$ cat config.mk
export PLATFORM = sky130hd
export DESIGN_NAME = pipe_csel_adder
export DESIGN_NICKNAME = d
export VERILOG_FILES = /design/src/rtl/pipe_csel_adder_pkg.sv /design/src/rtl/pipe_csel_adder_csel_block.sv /design/src/rtl/pipe_csel_adder.sv
export SDC_FILE = /design/constraint.sdc
export NUM_CORES = 1
export LEC_CHECK = 0
export CORE_MARGIN = 4
export CORE_UTILIZATION = 42
export DETAILED_ROUTE_END_ITERATION = 7
export PLACE_DENSITY_LB_ADDON = 0.3
export RECOVER_POWER = 50
export SETUP_SLACK_MARGIN = 0.05
export SYNTH_ARGS = -nofsm -noshare
export SYNTH_HDL_FRONTEND = slang
export SYNTH_HIERARCHICAL = 1
export SYNTH_SLANG_ARGS = --single-unit
$ cat constraint.sdc
create_clock -name clk -period 7.2 [get_ports clk]
set_clock_uncertainty 0.15 [all_clocks]
set_input_delay 1.08 -clock clk [delete_from_list [all_inputs] [get_ports clk]]
set_output_delay 1.08 -clock clk [all_outputs]
set_load 0.005 [all_outputs]
$ cat src/rtl/pipe_csel_adder_pkg.sv
// csa_pkg: shared constants and types for the pipelined carry-select adder.
//   CSA_WIDTH_DEF / CSA_BLK_DEF : default operand width and block width
//   nstg()                      : number of pipeline stages for a geometry
//   csa_stage_t                 : stage-register layout at the default width
package csa_pkg;

  localparam int CSA_WIDTH_DEF = 16;
  localparam int CSA_BLK_DEF   = 4;

  // A zero block width is rejected at elaboration by the top; return one
  // stage here so the division never sees zero.
  function automatic int nstg(input int width, input int blk);
    if (blk > 0) begin
      return width / blk;
    end else begin
      return 1;
    end
  endfunction

  // One pipeline slot: valid flag, sum bits completed so far, carry into
  // the next block, and the operands still being consumed.
  typedef struct packed {
    logic                     vld;
    logic [CSA_WIDTH_DEF-1:0] lo;
    logic                     carry;
    logic [CSA_WIDTH_DEF-1:0] a;
    logic [CSA_WIDTH_DEF-1:0] b;
  } csa_stage_t;

endpackage

$ cat src/rtl/pipe_csel_adder_csel_block.sv
// csel_block: combinational BLK-bit carry-select unit.
//   a, b      : in  BLK bits, operand slices
//   carry_in  : in  1 bit, selects the precomputed result
//   sum       : out BLK bits
//   carry_out : out 1 bit
module csel_block #(
  parameter int BLK = 4
) (
  input  logic [BLK-1:0] a,
  input  logic [BLK-1:0] b,
  input  logic           carry_in,
  output logic [BLK-1:0] sum,
  output logic           carry_out
);

  logic [BLK:0] sum0_s;
  logic [BLK:0] sum1_s;

  // Both adders resolve before the carry arrives; the carry only drives a mux.
  always_comb begin
    sum0_s = {1'b0, a} + {1'b0, b};
    sum1_s = {1'b0, a} + {1'b0, b} + {{BLK{1'b0}}, 1'b1};
    if (carry_in) begin
      {carry_out, sum} = sum1_s;
    end else begin
      {carry_out, sum} = sum0_s;
    end
  end

endmodule

$ cat src/rtl/pipe_csel_adder.sv
// pipe_csel_adder: pipelined carry-select adder, one BLK-bit block per stage,
// valid/ready handshake, {cout,sum} = a + b + cin.
//   clk, rst_n          : clock, asynchronous active-low reset
//   in_valid / in_ready : operand handshake (in_ready = out_ready | ~out_valid)
//   a, b, cin           : operands and carry in
//   out_valid/out_ready : result handshake
//   sum, cout           : registered result
//   ovf                 : registered signed overflow, only when CSA_OVF_EN is defined
// Latency is WIDTH/BLK cycles; the whole pipeline stalls as one unit.
module pipe_csel_adder
  import csa_pkg::*;
#(
  parameter int WIDTH = CSA_WIDTH_DEF,
  parameter int BLK   = CSA_BLK_DEF
) (
  input  logic             clk,
  input  logic             rst_n,
  input  logic             in_valid,
  output logic             in_ready,
  input  logic [WIDTH-1:0] a,
  input  logic [WIDTH-1:0] b,
  input  logic             cin,
  output logic             out_valid,
  input  logic             out_ready,
  output logic [WIDTH-1:0] sum,
  output logic             cout
`ifdef CSA_OVF_EN
  ,
  output logic             ovf
`endif
);

  localparam int NSTG = nstg(WIDTH, BLK);
  localparam int MSB  = WIDTH - 1;

  // Same layout as csa_stage_t, sized for this instance's width.
  typedef struct packed {
    logic             vld;
    logic [WIDTH-1:0] lo;
    logic             carry;
    logic [WIDTH-1:0] a;
    logic [WIDTH-1:0] b;
  } stage_t;

  if (BLK < 1) begin : g_bad_blk
    $error("pipe_csel_adder: BLK must be at least 1");
  end else if ((WIDTH % BLK) != 0) begin : g_bad_width
    $error("pipe_csel_adder: WIDTH must be a multiple of BLK");
  end

  // The pipeline advances whenever the output slot is empty or being taken.
  logic en_s;
  assign en_s     = out_ready | ~out_valid;
  assign in_ready = en_s;

  for (genvar k = 0; k < NSTG; k++) begin : g_stg
    stage_t         src_s;
    stage_t         nxt_s;
    stage_t         stg_r;
    logic [BLK-1:0] blk_sum_s;
    logic           blk_co_s;

    if (k == 0) begin : g_head
      assign src_s = '{vld: in_valid, lo: {WIDTH{1'b0}}, carry: cin, a: a, b: b};
    end else begin : g_body
      assign src_s = g_stg[k-1].stg_r;
    end

    csel_block #(
      .BLK(BLK)
    ) u_blk (
      .a        (src_s.a[k*BLK +: BLK]),
      .b        (src_s.b[k*BLK +: BLK]),
      .carry_in (src_s.carry),
      .sum      (blk_sum_s),
      .carry_out(blk_co_s)
    );

    // Merge this stage's block result into the travelling slot.
    always_comb begin
      nxt_s                  = src_s;
      nxt_s.lo[k*BLK +: BLK] = blk_sum_s;
      nxt_s.carry            = blk_co_s;
    end

    // Stage register; holds in place during a stall.
    always_ff @(posedge clk or negedge rst_n) begin
      if (!rst_n) begin
        stg_r <= '0;
      end else if (en_s) begin
        stg_r <= nxt_s;
      end else begin
        stg_r <= stg_r;
      end
    end
  end

  assign out_valid = g_stg[NSTG-1].stg_r.vld;
  assign sum       = g_stg[NSTG-1].stg_r.lo;
  assign cout      = g_stg[NSTG-1].stg_r.carry;

`ifdef CSA_OVF_EN
  logic ovf_nxt_s;
  logic ovf_r;

  // Overflow: like-signed operands producing a result of the other sign.
  always_comb begin
    ovf_nxt_s = (g_stg[NSTG-1].src_s.a[MSB] == g_stg[NSTG-1].src_s.b[MSB]) &
                (g_stg[NSTG-1].nxt_s.lo[MSB] != g_stg[NSTG-1].src_s.a[MSB]);
  end

  // Overflow register moves with the last stage.
  always_ff @(posedge clk or negedge rst_n) begin
    if (!rst_n) begin
      ovf_r <= 1'b0;
    end else if (en_s) begin
      ovf_r <= ovf_nxt_s;
    end else begin
      ovf_r <= ovf_r;
    end
  end

  assign ovf = ovf_r;
`endif

  // Operand copies in the last slot are fully consumed.
  logic unused_s;
  assign unused_s = ^{g_stg[NSTG-1].stg_r.a, g_stg[NSTG-1].stg_r.b, MSB[0]};

endmodule
==> results.md <==
* Status: finished, violations left
* Failing checks: capacitance limit, slew limit
* Hold Buf Count CTS at 0
* Synthesized area at between 0.004 and 0.005 mm^2
* First-pass iteration count of the detailed router at 6
* Compound-Gate Fraction of Synth Area at ~5%
* Final ANT Viol Nets at 0
* Fill count at 975
* Critical Path End: in_ready
* Syn nets at between 300 and 400
* Worst Tran Pin Value at 2.45 ns
* CP Launch Point: out_ready
* GR Util All Layers at 12.2%
* Synth Register Bits at 96
* Final setup violation count at 0
* Top_reg_cell synth: dfrtp_1
* Initial DRC Count at roughly 110
* Via count at 2611
* RSZ-0062 raised after global routing: false
* Adder-cell share of the synthesized area at under 10%
* R2R cell count at 3
* WL/cell at 14.0 um
* Yosys warns at 6
* VDD IR-drop max at 0.161 mV
* CP required at 5.97 ns
* Fin crit share at 63.5%
* Data arrival time of the worst path at 3.34 ns
* Largest family of logic cells by synthesized area: multiplexers
* Dpl hpwl at just under 5 mm
* Later-pin clock latency in the skew report at 0.35 ns
* Endpoints failing hold at 0
* Clock slew at reported path FFs at around 0.080 ns
* Layout cells sized above 1 at 31.9%
* Final min period at 4.57 ns
* Final max-slew violation count at 49
* Max-Cap Viols at 1
* GR Overflow Total at 0
* Vias in the first global route at around 2700
* Initial antenna violation count at 0
* Syn-to-layout area delta at 17.3%
* Async set-or-reset flop fraction in the synthesized netlist at 100%
* Chip height at 113 um
* CP Max Fanout at 32
* Final worst slack at between 2 and 3 ns
* Mapped Cells at 315
* FF-to-FF setup slack at 4.21 ns
* Simple-Gate Fraction of Synth Area at 4.26%
* Pwr Total at 2.33 mW
* Setup TNS at 0 ns
* Post-CTS setup buffer count at 0
* DIE AREA at 0.0128 mm^2
* CP Launch Type: input port
* Relative slew margins at -63.4%
* Crit Reg-Reg Endpoint: g_stg[0].stg_r[11]
* Row count at 38
* Core Region at 0.0108 mm^2
* CTS Buffer Depth at 2
* Place WS at approximately 3.4 ns
* Slowest stage cell, crit path: nand2b_1
* Post-CTS sizing at 0
* Slowest stage delay, CP at 1.03 ns
* Crit Path Class: input port to primary output
* CTS root buf: clkbuf_8
* Crit. End Element: primary output
* Io pins at 56
* Synth Area per Inst at between 10 and 15 um^2
* TritonCTS buffer count at 9
* Largest net degree at the start of global routing at 67
* EDFF count, synth at 0
* Port buffer count at 55
* Die width at 113 um
* Starting density of the core at between 40% and 50%
* Min-Delay Path Class: flop to flop
* Multiplexer area fraction after synthesis at 26.3%
* Cell chain of the critical path: dlygate4sd3_1, nand2b_1, clkdlybuf4s50_1
* Pwr dens at 429 mW/mm^2
* R2R Path Start: out_valid
* Detailed Route WL at ~7.2 mm
* DRC viols at 0
* # clock sinks at 96
* TritonCTS clock tree: done
* Htree depth at 3
* Yosys cell types at 35
* Xor/xnor share of the synthesized area at 3.40%
* Diode count at 0
* Vias per inst at 5.06
* Nets at about 430
* Fmax at 0.219 GHz
* P_leak at 2.35 nW
* Routability Congestion at 0.743
* Sequential fraction of the synthesis area at roughly 52%
* First-pass GRT wire length at 12.7 mm
[worst min path at each step]
| stage | endpoint | cells after the start | from |
|---|---|---|---|
| floorplan | out_valid | 1 | g_stg[2].stg_r[49] |
| global placement | out_valid | 1 | g_stg[2].stg_r[49] |
| detailed placement | out_valid | 1 | g_stg[2].stg_r[49] |
| CTS | out_valid | 1 | g_stg[2].stg_r[49] |
| global route | out_valid | 1 | g_stg[2].stg_r[49] |
| finish | out_valid | 1 | g_stg[2].stg_r[49] |
[flip-flops by register name (all words and copies together) (netlist names)]
name         flops
out_valid        1
cout             1
sum             16
g_stg.stg_r     78
[cells in the final DEF, fill, tap and decap left out, drive strengths merged, types with 2 or more instances in the layout]
| cell type | instances |
|---|---|
| ha | 20 |
| buf | 2 |
| mux2 | 99 |
| o221ai | 2 |
| xnor2 | 7 |
| a32oi | 2 |
| o21bai | 3 |
| o31ai | 3 |
| or2 | 2 |
| nand3 | 3 |
| nor2 | 10 |
| a21o | 4 |
| nand2 | 7 |
| nand4 | 2 |
| fa | 4 |
| clkbuf | 13 |
| or3 | 2 |
| xor2 | 11 |
| nand2b | 3 |
| and3 | 4 |
| inv | 3 |
| clkdlybuf4s50 | 53 |
| a21oi | 9 |
| o21ai | 2 |
| dfrtp | 96 |
[Yosys cell counts, types with 3 or more instances]
library cell  count  share of area [%]
mux2_4           28                9.1
nand3_1           3               0.32
buf_6             5                1.2
mux2_2           71                 17
o31ai_1           3               0.49
buf_2             6               0.65
dfrtp_1          96                 52
fa_1              4                1.7
nand2_1           7               0.57
xnor2_1           7                1.3
inv_1             3               0.24
o21bai_1          3               0.49
nor2_1           10               0.81
a21oi_1           8               0.86
xor2_1           11                2.1
ha_1             20                5.4
[metrics by stage]
step                cells  hold WS (ns)  area, um^2  util, %
finish                516         0.318        5440     50.2
global route          516         0.337        5440     50.2
detailed placement    501         0.299        5290     48.8
CTS                   516         0.320        5480     50.5
global placement      501         0.288        5290     48.8
floorplan             315         0.280        4640        -
[worst max-delay path, delay by kind of cell]
family / cells / cell delay [ns]
and+or+nand+nor: 1 / 1.03
buffers and inverters: 2 / 1.23
[area by class of cell]
class / count / area, um^2 / area share (%)
Sequential cell: 96 / 2400 / 44.2
Clock buffer: 12 / 145 / 2.67
Timing Repair Buffer: 57 / 559 / 10.3
Tap cell: 140 / 175 / 3.22
Clock inverter: 3 / 42.5 / 0.782
Inverter: 3 / 11.3 / 0.207
Multi-Input combinational cell: 205 / 2100 / 38.7
[per-layer routing]
metal | vias up | global-route usage [%] | wire length (um)
li1 | 1257 | - | -
met1 | 1311 | 15.3 | 3430
met2 | 38 | 19.8 | 3420
met3 | 5 | 4.39 | 268
met4 | 0 | 3.85 | 91
met5 | - | 0 | 0
[report_power, final]
group	internal [mW]	total, mW	leakage, nW	switching, mW
clock	0.168	0.339	0.0925	0.171
combinational	0.648	1.08	1.14	0.435
sequential	0.777	0.912	1.12	0.135
total	1.59	2.33	2.35	0.742
[cell families after synthesis]
logic type,after synthesis
adders and majority gates,24
buffers and inverters,14
xor gates and xnor gates,18
AOI/OAI and AO/OA,29
muxes,99
and+or+nand+nor,35
DFF,96
No activity file was read; power rests on OpenSTA's default activity.
